==> src/rtl/issue_ctrl_pkg.sv <==
// Shared constants and FSM encodings for the decode-stage issue controller.
package issue_ctrl_pkg;

  localparam int unsigned REG_NUM   = 32;
  localparam int unsigned REG_AW    = 5;
  localparam int unsigned CNT_W     = 2;
  localparam int unsigned MULTI_LAT = 4;
  localparam int unsigned LAT_W     = $clog2(MULTI_LAT);

  localparam logic [REG_AW-1:0] ZERO_REG = '0;
  localparam logic [CNT_W-1:0]  CNT_MAX  = '1;

  typedef enum logic {
    ST_IDLE = 1'b0,
    ST_BUSY = 1'b1
  } state_e;

endpackage

==> src/rtl/issue_scoreboard.sv <==
// Per-register in-flight write counters; register 0 is never tracked.
module issue_scoreboard
  import issue_ctrl_pkg::*;
(
  input  logic              clk,
  input  logic              rst,
  input  logic              inc_i,
  input  logic [REG_AW-1:0] inc_addr_i,
  input  logic              dec_i,
  input  logic [REG_AW-1:0] dec_addr_i,
  input  logic [REG_AW-1:0] rd1_addr_i,
  input  logic [REG_AW-1:0] rd2_addr_i,
  output logic [CNT_W-1:0]  rd1_cnt_o,
  output logic [CNT_W-1:0]  rd2_cnt_o,
  output logic              full_o
);

  logic [CNT_W-1:0] cnt_q [REG_NUM];
  logic [CNT_W-1:0] cnt_d [REG_NUM];
  logic [REG_NUM-1:0] inc_hit;
  logic [REG_NUM-1:0] dec_hit;

  // Next counts: +1 on issue, -1 on retire, unchanged when both hit the same register.
  always_comb begin
    for (int unsigned r = 0; r < REG_NUM; r++) begin
      cnt_d[r]   = cnt_q[r];
      inc_hit[r] = inc_i && (inc_addr_i == REG_AW'(r)) && (r != 0) && (cnt_q[r] != CNT_MAX);
      dec_hit[r] = dec_i && (dec_addr_i == REG_AW'(r)) && (r != 0) && (cnt_q[r] != '0);
      if (inc_hit[r] && !dec_hit[r]) begin
        cnt_d[r] = cnt_q[r] + CNT_W'(1);
      end else if (dec_hit[r] && !inc_hit[r]) begin
        cnt_d[r] = cnt_q[r] - CNT_W'(1);
      end
    end
  end

  // Counter state, cleared by reset.
  always_ff @(posedge clk) begin
    for (int unsigned r = 0; r < REG_NUM; r++) begin
      if (rst) begin
        cnt_q[r] <= '0;
      end else begin
        cnt_q[r] <= cnt_d[r];
      end
    end
  end

  assign rd1_cnt_o = cnt_q[rd1_addr_i];
  assign rd2_cnt_o = cnt_q[rd2_addr_i];
  assign full_o    = (cnt_q[inc_addr_i] == CNT_MAX);

endmodule

==> src/rtl/issue_ctrl.sv <==
// Decode-stage issue/stall controller: register scoreboard plus multi-cycle busy FSM.
// Optional feature macro: ISSUE_CTRL_FORWARD_EN (only loads are tracked, retired at MEM).
module issue_ctrl
  import issue_ctrl_pkg::*;
(
  input  logic              clk,
  input  logic              rst,
  input  logic              id_valid,
  input  logic              id_re1,
  input  logic [REG_AW-1:0] id_raddr1,
  input  logic              id_re2,
  input  logic [REG_AW-1:0] id_raddr2,
  input  logic              id_we,
  input  logic [REG_AW-1:0] id_waddr,
  input  logic              id_is_load,
  input  logic              id_is_multi,
  input  logic              wb_we,
  input  logic [REG_AW-1:0] wb_waddr,
  input  logic              mem_ld_done,
  input  logic [REG_AW-1:0] mem_ld_addr,
  output logic              issue,
  output logic              stall,
  output logic              busy
);

  state_e             state_q, state_d;
  logic [LAT_W-1:0]   lat_q, lat_d;
  logic               busy_q, busy_d;

  logic               trk_we;
  logic               sb_dec;
  logic [REG_AW-1:0]  sb_dec_addr;
  logic [CNT_W-1:0]   rd1_cnt, rd2_cnt;
  logic               sb_full;
  logic               hazard, full, block;

`ifdef ISSUE_CTRL_FORWARD_EN
  // Forwarding covers ALU results; only load results must be waited for.
  assign trk_we      = id_we & id_is_load;
  assign sb_dec      = mem_ld_done;
  assign sb_dec_addr = mem_ld_addr;
  logic unused_wb;
  assign unused_wb   = ^{wb_we, wb_waddr};
`else
  // No forwarding: every write is outstanding until write-back.
  assign trk_we      = id_we;
  assign sb_dec      = wb_we;
  assign sb_dec_addr = wb_waddr;
  logic unused_mem;
  assign unused_mem  = ^{mem_ld_done, mem_ld_addr};
`endif

  issue_scoreboard u_sb (
    .clk        (clk),
    .rst        (rst),
    .inc_i      (issue & trk_we),
    .inc_addr_i (id_waddr),
    .dec_i      (sb_dec),
    .dec_addr_i (sb_dec_addr),
    .rd1_addr_i (id_raddr1),
    .rd2_addr_i (id_raddr2),
    .rd1_cnt_o  (rd1_cnt),
    .rd2_cnt_o  (rd2_cnt),
    .full_o     (sb_full)
  );

  // Issue decision from current-cycle counts; reset suppresses both outputs.
  always_comb begin
    hazard = (id_re1 && (id_raddr1 != ZERO_REG) && (rd1_cnt != '0)) ||
             (id_re2 && (id_raddr2 != ZERO_REG) && (rd2_cnt != '0));
    full   = trk_we && (id_waddr != ZERO_REG) && sb_full;
    block  = hazard || full || busy_q;
    stall  = !rst && id_valid && block;
    issue  = !rst && id_valid && !block;
  end

  // Busy FSM next state: occupy EX for MULTI_LAT cycles after a multi-cycle issue.
  always_comb begin
    state_d = state_q;
    lat_d   = lat_q;
    unique case (state_q)
      ST_IDLE: begin
        if (issue && id_is_multi) begin
          state_d = ST_BUSY;
          lat_d   = LAT_W'(MULTI_LAT - 1);
        end
      end
      ST_BUSY: begin
        if (lat_q == '0) begin
          state_d = ST_IDLE;
        end else begin
          lat_d = lat_q - LAT_W'(1);
        end
      end
      default: state_d = ST_IDLE;
    endcase
    busy_d = (state_d == ST_BUSY);
  end

  // FSM and busy registers.
  always_ff @(posedge clk) begin
    if (rst) begin
      state_q <= ST_IDLE;
      lat_q   <= '0;
      busy_q  <= 1'b0;
    end else begin
      state_q <= state_d;
      lat_q   <= lat_d;
      busy_q  <= busy_d;
    end
  end

  assign busy = busy_q;

endmodule
==> config.mk <==
export PLATFORM = sky130hd
export DESIGN_NAME = issue_ctrl
export DESIGN_NICKNAME = d
export VERILOG_FILES = /design/src/rtl/issue_ctrl_pkg.sv /design/src/rtl/issue_scoreboard.sv /design/src/rtl/issue_ctrl.sv
export SDC_FILE = /design/constraint.sdc
export NUM_CORES = 1
export LEC_CHECK = 0
export BUFFER_PORTS_ARGS = -buffer_cell sky130_fd_sc_hd__buf_2
export CORE_MARGIN = 8
export CORE_UTILIZATION = 51
export CTS_BUF_LIST = sky130_fd_sc_hd__clkbuf_4
export DETAILED_ROUTE_END_ITERATION = 12
export PLACE_DENSITY = 0.69
export SLEW_MARGIN = 20
export SYNTH_ARGS = -nofsm -noshare
export SYNTH_HDL_FRONTEND = slang
export SYNTH_SLANG_ARGS = --single-unit
==> constraint.sdc <==
create_clock -name clk -period 3.72 [get_ports clk]
set_input_delay 0 -clock clk [delete_from_list [all_inputs] [get_ports clk]]
set_output_delay 0 -clock clk [all_outputs]
set_load 0.02 [all_outputs]
==> impl_results.md, run 1 <==
* Clock Latency Late Sink at 0.46 ns
* Worst rel slew slack at 38.62%
* DPL Wire Length at 10.76 mm
* Post-Synth Simple-Gate Area at 20.25%
* Clk sink count at 65
* CTS tree: done
* Max_cap viols at 0
* Sequential power share at 46.8%
* Slew Limit Fails at 0
* Area delta synth->final at 10.17%
* DRC Markers at 0
* Status: completed
* Combinational share of power at 13.0%
* Worst-margin pin slew at 0.9188 ns
* 1st-pass router iterations at 5
* Gr usage total at 20.95%
* Synth top cells by count: 70 x nor2_1, 65 x dfxtp_1, 62 x xor2_1
* 1st-iter DRT viols at 364
* Share of the synthesized area in the top cell type at 24.84%
* Initial core utilization at 51.67%
* Clock Power Share at 40.2%
* ANT nets after route at 0
* Die H at 117.4 microns
* Post-Synth Adder-Cell Area at 7.643%
* Post-synth top flop: dfxtp_1
* CP Cell Sequence: or2_2 > mux4_2 > o221ai_1 > a41oi_1 > a221oi_4 > nand3_4 > buf_6 > a2111oi_2 > ha_1 > or3_1 > a21oi_1
* Global-route wire length before repair at 23.53 mm
* Leakage power at 2.180 nW
* Crit. End Element: register
* Crit Path Category: register to register
* # IOs at 38
* I/O Buffers at 30
* CP required at 4.09 ns
* Fraction of registers with async set/reset at 0%
* Clk slew on worst S/H paths at 0.12 ns
* NetSw at 410.7 uW
* Post-synth EDFFs at 0
* Count leader, synth: nor2_1
* Die area at 13770 sq um
* Clk_skew at 0.01574 ns
* Via count at 4731
* Antenna diode count at 0
* Post-synthesis instance total at 565
* Final layout net count at 666
* Final period util at 97.75%
* Net Sw Frac at 27.22%
* Mapped Avg Cell Area at 9.272 sq um
* Post-Syn Nets at 632
* Final setup viols at 0
* Crit path max fanout at 13
* Synthesized cell area at 5239 sq um
* Largest family of logic cells by synthesized area: compound AO/OA/AOI/OAI gates
* CTS H-tree depth at 3
* Synth area leaders: dfxtp_1 25%, xor2_1 10%, a2111oi_2 8.3%
* WL/cell at 19.66 microns
* Synth Area in XOR/XNOR at 10.37%
* Overall die width at 117.4 microns
* Post-synthesis compound-gate area fraction at 20.75%
* Cell internal pwr at 1.098 mW
* Clock tree buffer depth at 2
* Antenna violations before repair at 0
* Synth area leader: dfxtp_1
* Synth warn at 0
* Setup TNS at 0 ns
* Power per cell area at 261.4 nW/um^2
* Slowest-stage cell, CP: mux4_2
* Placer Congestion at 0.9316
* Worst vdd ir at 0.1757 mV
* Final Hold Viols at 0
* CTS buffer count at 9
* Final wirelength at 14.55 mm
* Clock root cell: clkbuf_4
* Vias in the first global route at 4732
* Tightest Hold Check Type: input pin to register
* Seq/Total Area, Yosys at 24.84%
* Crit path arrival time at 4.01 ns
* RSZ-0062 raised after global routing: yes
* Netlist cell types at 50
* Pin count of the biggest net entering global routing at 66
* Row cnt at 37
* Fmax at 275.0 MHz
* FF+latch count, synth at 65
* Final hold slack at 0.07651 ns
* Layout cell share with drive strength beyond 1 at 19.37%
* Gr ovfl total at 0
* Fin crit period at 3.636 ns
* CP Launch Type: register
* Mux cell area share after synthesis at 12.66%
* Area of the core at 10140 sq um
* Fill count at 927
* Vias/cell at 6.393
* Slowest stage delay, CP at 0.47 ns
-- layout make-up --
| cell class | count | area [sq um] | share of cell area [%] |
|---|---|---|---|
| repair buffers | 51 | 322.8 | 5.593 |
| multi-input cells | 463 | 3767 | 65.27 |
| clock buffers | 9 | 67.56 | 1.171 |
| flip-flops and latches | 65 | 1301 | 22.54 |
| inverters | 9 | 33.78 | 0.5853 |
| well taps | 136 | 170.2 | 2.948 |
| clock inverters | 7 | 108.9 | 1.886 |
-- through the flow --
step	setup slack, ns	utilization [%]	power, mW	area (sq um)	std cells
after global routing	-0.02543	56.93	1.559	5772	740
final	0.08353	56.93	1.509	5772	740
after floorplan	0.4600	-	0.8471	5239	565
after CTS	0.02729	56.51	1.511	5729	737
after detailed placement	0.06230	54.47	0.9064	5523	718
after global placement	0.1730	54.47	0.9035	5523	718
-- what timing repair did --
item	CTS	global route
hold buffers	3	0
setup buffers	0	3
gates resized for setup	0	3
endpoints found under the hold margin	3	0
endpoints found under the setup margin	0	28
-- flip-flops by register name, summed over array words and instances, names as in the netlist --
register and flops:
busy 1, lat_q 2, u_sb.cnt_q 62
-- layout by cell type (no fill, tap or decap), drive strengths merged, types with 3 or more instances in the layout --
cell type / netlist / routed
nand2: 15 / 15
nor2: 70 / 70
bufinv: 0 / 3
a211oi: 3 / 3
dfxtp: 65 / 65
a211o: 3 / 3
a221oi: 4 / 4
mux2i: 7 / 7
a31oi: 3 / 3
a21o: 3 / 3
xor2: 62 / 62
or3: 33 / 33
a2111oi: 31 / 31
mux4: 24 / 24
nand4: 6 / 6
nand2b: 6 / 6
a21oi: 37 / 37
o21ai: 35 / 35
ha: 32 / 32
nand3b: 20 / 20
or2: 12 / 12
o211ai: 3 / 3
clkbuf: 20 / 9
nand3: 18 / 18
nor2b: 7 / 7
clkinv: 0 / 3
inv: 9 / 9
nor3: 10 / 10
buf: 8 / 48
dlygate4sd3: 0 / 3
-- kinds of logic after synthesis --
family          Yosys count
xor+xnor                 62
compound gates          135
buf+inv                  37
simple gates            202
fa+ha+maj                32
mux                      32
flops                    65
-- worst max-delay path: cells and delay by family, from the launching register on --
| kind | cells | cell delay, ns |
|---|---|---|
| compound gates | 5 | 1.37 |
| buf+inv | 1 | 0.20 |
| mux | 1 | 0.47 |
| simple gates | 3 | 0.85 |
| fa+ha+maj | 1 | 0.32 |
| flops | 1 | 0.32 |
-- worst paths after layout --
kind | startpoint | to | slack, ns | cells past startpoint
max | u_sb.cnt_q[25][1]$_SDFFE_PP0P_ | u_sb.cnt_q[8][1]$_SDFFE_PP0P_ | 0.08 | 11
max reg2reg | u_sb.cnt_q[25][1]$_SDFFE_PP0P_ | u_sb.cnt_q[8][1]$_SDFFE_PP0P_ | 0.08 | 11
min | rst | lat_q[1]$_SDFFE_PP0P_ | 0.08 | 4
min reg2reg | lat_q[0]$_SDFFE_PP0P_ | lat_q[0]$_SDFFE_PP0P_ | 0.53 | 2
-- routing by layer --
layer  global-route usage [%]  share of wire [%]  up-vias
met3                    5.132                8.5       42
met5                        0                  0        -
met1                    26.94                 44     2255
li1                         -                  -     2211
met4                    11.92                3.6        0
met2                    31.37                 44      223
-- power by group through the flow --
stage                     combinational, mW  sequential [mW]  clock, mW
after floorplan                       0.127            0.720          0
after global placement                0.183            0.721          0
after detailed placement              0.185            0.721          0
after CTS                             0.189            0.705      0.617
after global routing                  0.209            0.707      0.643
final                                 0.196            0.706      0.607
Note: power is estimated with default switching activity, not from simulation.
==> run 2, diff against run 1 <==
Settings changed: REMOVE_ABC_BUFFERS set to 1, TNS_END_PERCENT set to 30.
==> run 2 against run 1 <==
Maximum frequency up 1.4%. Sequential power barely moved. Critical path depth stayed put. Die area unchanged. Clock-buffer cell count rose by 1. Critical endpoint is now u_sb.cnt_q[21][1]$_SDFFE_PP0P_. Sequential cell count unchanged. Clock power down 37%. Critical path type unchanged. Hold slack improved by 0.12 ns.
==> impl_results.md, run 2 (synthesized netlist as in run 1, its figures left out) <==
* Status: completed
* Final period util at 96.39% (-1.4 points)
* Fin crit period at 3.586 ns (-0.05089 ns)
* Area delta synth->final at 8.311%
* Layout cell share with drive strength beyond 1 at 18.86% (-0.51 points)
* Clk sink count at 65 (unchanged)
* RSZ-0062 raised after global routing: no
* HP Start: rst
* Vias/cell at 6.442 (+0.77%)
* Clock tree buffer depth at 2 (unchanged)
* Crit path arrival time at 3.95 ns (-0.06 ns)
* Area of the core at 10140 sq um (unchanged)
* Antenna violations before repair at 0 (unchanged)
* Tightest Hold Check Type: input pin to register
* Worst vdd ir at 0.1380 mV (-21%)
* Final setup viols at 0 (unchanged)
* Via count at 4735 (+0.085%)
* Pin count of the biggest net entering global routing at 66 (unchanged)
* Worst r2r src: u_sb.cnt_q[24][1]$_SDFFE_PP0P_
* CP Launch Point: u_sb.cnt_q[24][1]$_SDFFE_PP0P_
* Gr usage total at 21.21% (+0.26 points)
* Power per cell area at 226.3 nW/um^2 (-13%)
* Worst rel slew slack at 43.87% (+5.3 points)
* CTS tree: done
* Final Hold Viols at 0 (unchanged)
* Crit. End Element: register
* Clock root cell: clkbuf_4
* Slew Limit Fails at 0 (unchanged)
* Die H at 117.4 microns (unchanged)
* Clock Latency Late Sink at 0.44 ns (-0.02 ns)
* Most frequent cells in the layout: 70 x nor2_1, 65 x dfxtp_1, 62 x xor2_1
* Clk_skew at 0.01263 ns (-0.003113 ns)
* Initial core utilization at 51.67% (unchanged)
* DPL Wire Length at 10.73 mm (-0.31%)
* Setup ws final at 0.1344 ns (+0.05089 ns)
* Antenna diode count at 0 (unchanged)
* Overall die width at 117.4 microns (unchanged)
* Max FFs per register at 62 (unchanged)
* CP Launch Type: register
* Leakage power at 2.132 nW (-2.2%)
* Worst-margin pin slew at 0.8355 ns (-0.08335 ns)
* CP required at 4.08 ns (about the same)
* Fmax at 278.9 MHz (+1.4%)
* Max_cap viols at 0 (unchanged)
* ANT nets after route at 0 (unchanged)
* 1st-pass router iterations at 5 (unchanged)
* Final wirelength at 14.62 mm (+0.45%)
* Gr ovfl total at 0 (unchanged)
* Vias in the first global route at 4648 (-1.8%)
* Flop-to-flop setup slack at 0.13 ns (+0.05 ns)
* DRC Markers at 0 (unchanged)
* CTS buffer count at 9 (unchanged)
* Dpl ws at 0.08899 ns (+0.02669 ns)
* Final layout net count at 664 (-0.30%)
* Placer Congestion at 0.9634 (+3.4%)
* Global-route wire length before repair at 23.85 mm (+1.4%)
* Tot Pwr at 1.284 mW (-15%)
* Biggest register: u_sb.cnt_q
* CTS H-tree depth at 3 (unchanged)
* WL/cell at 19.89 microns (+1.1%)
* Crit Path Category: register to register
* Final core utilization at 55.97% (-0.96 points)
* Final hold slack at 0.1920 ns (+0.1155 ns)
* Commonest non-fill, non-tap cell in the layout: nor2_1
* Setup TNS at 0 ns (unchanged)
* Clk slew on worst S/H paths at 0.11 ns (about the same)
* Crit path max fanout at 17 (+4)
* Row cnt at 37 (unchanged)
* Die area at 13770 sq um (unchanged)
* # IOs at 38 (unchanged)
* 1st-iter DRT viols at 373 (+2.5%)
* I/O Buffers at 30 (unchanged)
==> run 2: cell count changes in the layout (fill, tap and decap cells not counted) <==
cell	previous run	this run
bufinv_16	3	0
buf_4	16	14
a2111oi_0	2	1
a2111oi_1	0	1
clkbuf_4	9	10
clkinvlp_4	1	0
o221ai_1	2	1
o221ai_2	0	1
==> run 2: critical path, cell delays in order (launching register included) <==
cell	delay, ns
dfxtp_1	0.37
or2_2	0.32
mux4_2	0.50
o221ai_2	0.19
a41oi_1	0.19
a221oi_4	0.39
nand3_4	0.15
buf_6	0.21
a2111oi_2	0.33
ha_1	0.32
or3_1	0.38
a21oi_1	0.14
==> run 2: stage by stage <==
step | instances | area (sq um)
2_1_floorplan | 537 | 5090
3_3_place_gp | 716 | 5508
3_5_place_dp | 716 | 5508
4_1_cts | 732 | 5624
5_1_grt | 735 | 5674
6_report | 735 | 5674
==> run 2: worst paths after layout <==
kind	end	cells after the start
max	u_sb.cnt_q[21][1]$_SDFFE_PP0P_	11
min	lat_q[1]$_SDFFE_PP0P_	4
max reg2reg	u_sb.cnt_q[21][1]$_SDFFE_PP0P_	11
min reg2reg	lat_q[0]$_SDFFE_PP0P_	2
==> run 2: repair_timing <==
| action | in CTS | in global routing |
|---|---|---|
| setup buffers | 0 | 3 |
| hold endpoints to repair | 3 | 0 |
| endpoints found under the setup margin | 0 | 29 |
| hold buffers | 3 | 0 |
| resized for setup | 0 | 5 |
==> run 2: routing by layer <==
metal,global-route usage (%),vias to the layer above,part of all wire (%)
met5,0,-,0
met4,11.11,0,3.4
met3,5.372,41,8.9
met2,33.33,233,46
met1,26.23,2251,42
li1,-,2210,-
==> run 2: cell type report <==
cell class,count,area (sq um)
clock buffers,10,75.07
clock inverters,3,11.26
fillers,910,4464
inverters,9,33.78
multi-input cells,463,3775
flip-flops and latches,65,1301
well taps,136,170.2
repair buffers,49,307.8
==> run 2: where the power goes <==
part           switching (mW)  internal [mW]
sequential            0.00519          0.700
combinational           0.131         0.0643
clock                   0.256          0.128
total                   0.392          0.892
==> run 3, diff against run 2 <==
Settings changed: ABC_AREA set to 1.
==> run 3 against run 2 <==
Cell count up 41%. Die area down 0.45%. Critical path depth up 9. Clock power up 21%. Utilization down 0.44 points. Total power up 5.9%. Hold slack worse by 0.14 ns. Sequential share of layout area up 0.18 points. Sequential power down 0.6%. Clock-buffer cell count unchanged. Via count up 23%. Synthesized cell count up 52%. Critical path type unchanged. Largest power group unchanged. Highest routed layer unchanged.
==> impl_results.md, run 3 <==
* Synthesized cell area at 5211 sq um (-0.53%)
* Tot Pwr at 1.360 mW (+5.9%)
* Worst vdd ir at 0.1409 mV (+2.2%)
* Final layout net count at 961 (+45%)
* Global-route wire length before repair at 27.83 mm (+17%)
* Fin crit period at 2.978 ns (-0.6080 ns)
* Reg2reg path depth at 20 (+9)
* Clock Latency Late Sink at 0.43 ns (about the same)
* Placer Congestion at 0.9933 (+3.1%)
* Combinational share of power at 14.4% (-0.8 points)
* Overall die width at 117.1 microns (-0.23%)
* Vias in the first global route at 5715 (+23%)
* Worst Setup EP: u_sb.cnt_q[18][1]$_SDFFE_PP0P_
* RSZ-0062 raised after global routing: no
* Initial core utilization at 51.40% (-0.27 points)
* Clk slew on worst S/H paths at 0.11 ns (about the same)
* CP Launch Point: u_sb.cnt_q[6][0]$_SDFFE_PP0P_
* Vias/cell at 5.620 (-13%)
* Worst-margin pin slew at 0.8783 ns (+0.04281 ns)
* Cell internal pwr at 951.7 uW (+6.7%)
* DPL Wire Length at 12.88 mm (+20%)
* Die area at 13710 sq um (-0.45%)
* Most frequent cells in the layout: 174 x nor2_1, 148 x nand2_1, 115 x inv_1
* Gr usage total at 26.34% (+5.1 points)
* CTS H-tree depth at 3 (unchanged)
* Slew Limit Fails at 0 (unchanged)
* Most frequent CP cell: nand2_1
* Biggest register: u_sb.cnt_q
* Final wirelength at 17.01 mm (+16%)
* Layout cell share with drive strength beyond 1 at 8.352% (-11 points)
* Synth area leaders: dfxtp_1 25%, nor2_1 13%, nand2_1 11%
* Share of the synthesized area in the top cell type at 24.97% (+0.13 points)
* Crit path arrival time at 3.29 ns (-0.66 ns)
* Mapped Avg Cell Area at 6.060 sq um (-35%)
* CTS buffer count at 9 (unchanged)
* Count leader, synth: nor2_1
* FF+latch count, synth at 65 (unchanged)
* 1st-pass router iterations at 5 (unchanged)
* WL/cell at 16.45 microns (-17%)
* Slowest stage delay, CP at 0.36 ns (-0.14 ns)
* Sequential power share at 51.6% (-3.3 points)
* Fraction of registers with async set/reset at 0% (unchanged)
* Post-synth top flop: dfxtp_1
* Slowest-stage cell, CP: dfxtp_1
* Power per cell area at 241.7 nW/um^2 (+6.8%)
* Max_cap viols at 0 (unchanged)
* CP Launch Type: register
* Clk_skew at 0.01365 ns (+0.001020 ns)
* Commonest non-fill, non-tap cell in the layout: nor2_1
* Clk sink count at 65 (unchanged)
* I/O Buffers at 30 (unchanged)
* NetSw at 408.8 uW (+4.2%)
* Gr ovfl total at 0 (unchanged)
* Die H at 117.1 microns (-0.23%)
* Final Hold Viols at 0 (unchanged)
* Area delta synth->final at 8.019%
* Worst r2r src: u_sb.cnt_q[6][0]$_SDFFE_PP0P_
* Area of the core at 10140 sq um (unchanged)
* Setup TNS at 0 ns (unchanged)
* Crit. End Element: register
* Via count at 5811 (+23%)
* HP Start: rst
* Synth warn at 0 (unchanged)
* CP required at 4.04 ns (-0.04 ns)
* CTS tree: done
* Net Sw Frac at 30.05% (-0.50 points)
* Post-synth EDFFs at 0 (unchanged)
* Fmax at 335.8 MHz (+20%)
* Seq/Total Area, Yosys at 24.97% (+0.13 points)
* Tightest Hold Check Type: input pin to register
* Flop-to-flop setup slack at 0.74 ns (+0.61 ns)
* Clock tree buffer depth at 2 (unchanged)
* Netlist cell types at 27 (-46%)
* Final period util at 80.04% (-16 points)
* Leakage power at 2.368 nW (+11%)
* 1st-iter DRT viols at 465 (+25%)
* Clock Power Share at 34.0% (+4.1 points)
* DRC Markers at 0 (unchanged)
* Antenna diode count at 0 (unchanged)
* Status: completed
* ANT nets after route at 0 (unchanged)
* Antenna violations before repair at 0 (unchanged)
* Post-synthesis instance total at 860 (+52%)
* Crit Path Category: register to register
* Synth top cells by count: 174 x nor2_1, 148 x nand2_1, 115 x inv_1
* Max FFs per register at 62 (unchanged)
* Synth area leader: dfxtp_1
* Worst r2r dst: u_sb.cnt_q[18][1]$_SDFFE_PP0P_
* Pin count of the biggest net entering global routing at 31 (-53%)
* # IOs at 38 (unchanged)
* Clock root cell: clkbuf_4
* Row cnt at 37 (unchanged)
* Final setup viols at 0 (unchanged)
* Crit path max fanout at 17 (unchanged)
* CP Cell Sequence: nor2_1 > nor2_1 > nor2_1 > nand2_1 > nand2_1 > nand2_1 > nand2_1 > nand3_1 > nand3_1 > nand2_1 > nor2_1 > and3_1 > nand2_2 > buf_4 > nor3_2 > ha_1 > a21oi_1 > o21ai_0 > o21ai_0 > a21oi_1
* Worst rel slew slack at 41.38% (-2.5 points)
run 3: cell types whose count changed after synthesis, moves of 15 or more:
cell	previous run	this run
a2111oi_2	29	0
nand3_1	17	41
nor3_2	0	15
o21ai_0	35	95
nand2_1	15	148
a21oi_1	37	92
xor2_1	62	21
nor2_1	70	174
nand3b_1	20	0
or3_1	33	0
inv_1	9	115
run 3: how the worst min path moves through the flow:
stage                       endpoint  slack, ns  cells past startpoint
2_1_floorplan        busy$_SDFF_PP0_       0.07                      1
3_3_place_gp   lat_q[1]$_SDFFE_PP0P_       0.40                      5
3_5_place_dp   lat_q[1]$_SDFFE_PP0P_       0.41                      5
4_1_cts        lat_q[1]$_SDFFE_PP0P_       0.03                      6
5_1_grt        lat_q[1]$_SDFFE_PP0P_       0.10                      6
6_report       lat_q[1]$_SDFFE_PP0P_       0.05                      6
run 3: power groups by stage:
| stage | Combinational [mW] | Sequential (mW) | Clock, mW |
|---|---|---|---|
| floorplan | 0.103 | 0.717 | 0 |
| global placement | 0.188 | 0.717 | 0 |
| detailed placement | 0.190 | 0.717 | 0 |
| CTS | 0.192 | 0.701 | 0.474 |
| global route | 0.216 | 0.702 | 0.502 |
| finish | 0.196 | 0.701 | 0.463 |
run 3: kinds of logic (layout without fill, tap and decap cells):
logic type	after synthesis	in the layout	synth area share [%]
compound gates	219	219	22.18
xor+xnor	21	21	3.529
fa+ha+maj	32	32	7.683
buf+inv	134	172	10.32
flops	65	65	24.97
simple gates	389	389	31.31
run 3: layer usage:
layer	part of all wire (%)	track usage (%)	up-vias	wire length, microns
met5	0	0	-	0
met4	4.4	16.72	0	754
met3	5.9	3.489	60	1009
met2	47	44.96	213	8070
met1	42	30.59	2648	7179
li1	-	-	2890	-
run 3: stage by stage:
step	worst slack [ns]	instances	util, %	hold slack [ns]	area, sq um
after global routing	0.4238	1034	55.52	0.1042	5629
after floorplan	0.9175	844	-	0.07238	5116
after CTS	0.7917	1034	55.52	0.02888	5629
after global placement	0.8114	1018	54.21	0.4050	5497
final	0.7424	1034	55.52	0.04773	5629
after detailed placement	0.7392	1018	54.21	0.4117	5497
run 3: final cells by class:
class | count | area (sq um)
multi-input cells | 661 | 3372
repair buffers | 39 | 220.2
well taps | 136 | 170.2
fillers | 1085 | 4509
clock inverters | 5 | 47.55
flip-flops and latches | 65 | 1301
inverters | 118 | 442.9
clock buffers | 10 | 75.07
run 3: timing repair:
action                     CTS  global route
hold endpoints to repair     2             0
buffers inserted             0             0
hold buffers                 1             0
gates resized for setup      0             0
setup endpoints to repair    0             0
run 3: worst max-delay path: cells and delay by family (launching register included):
kind,cells,cell delay (ns)
DFF,1,0.36
adders and majority gates,1,0.28
buffers and inverters,1,0.22
and+or+nand+nor,14,1.50
AOI/OAI and AO/OA,4,0.51
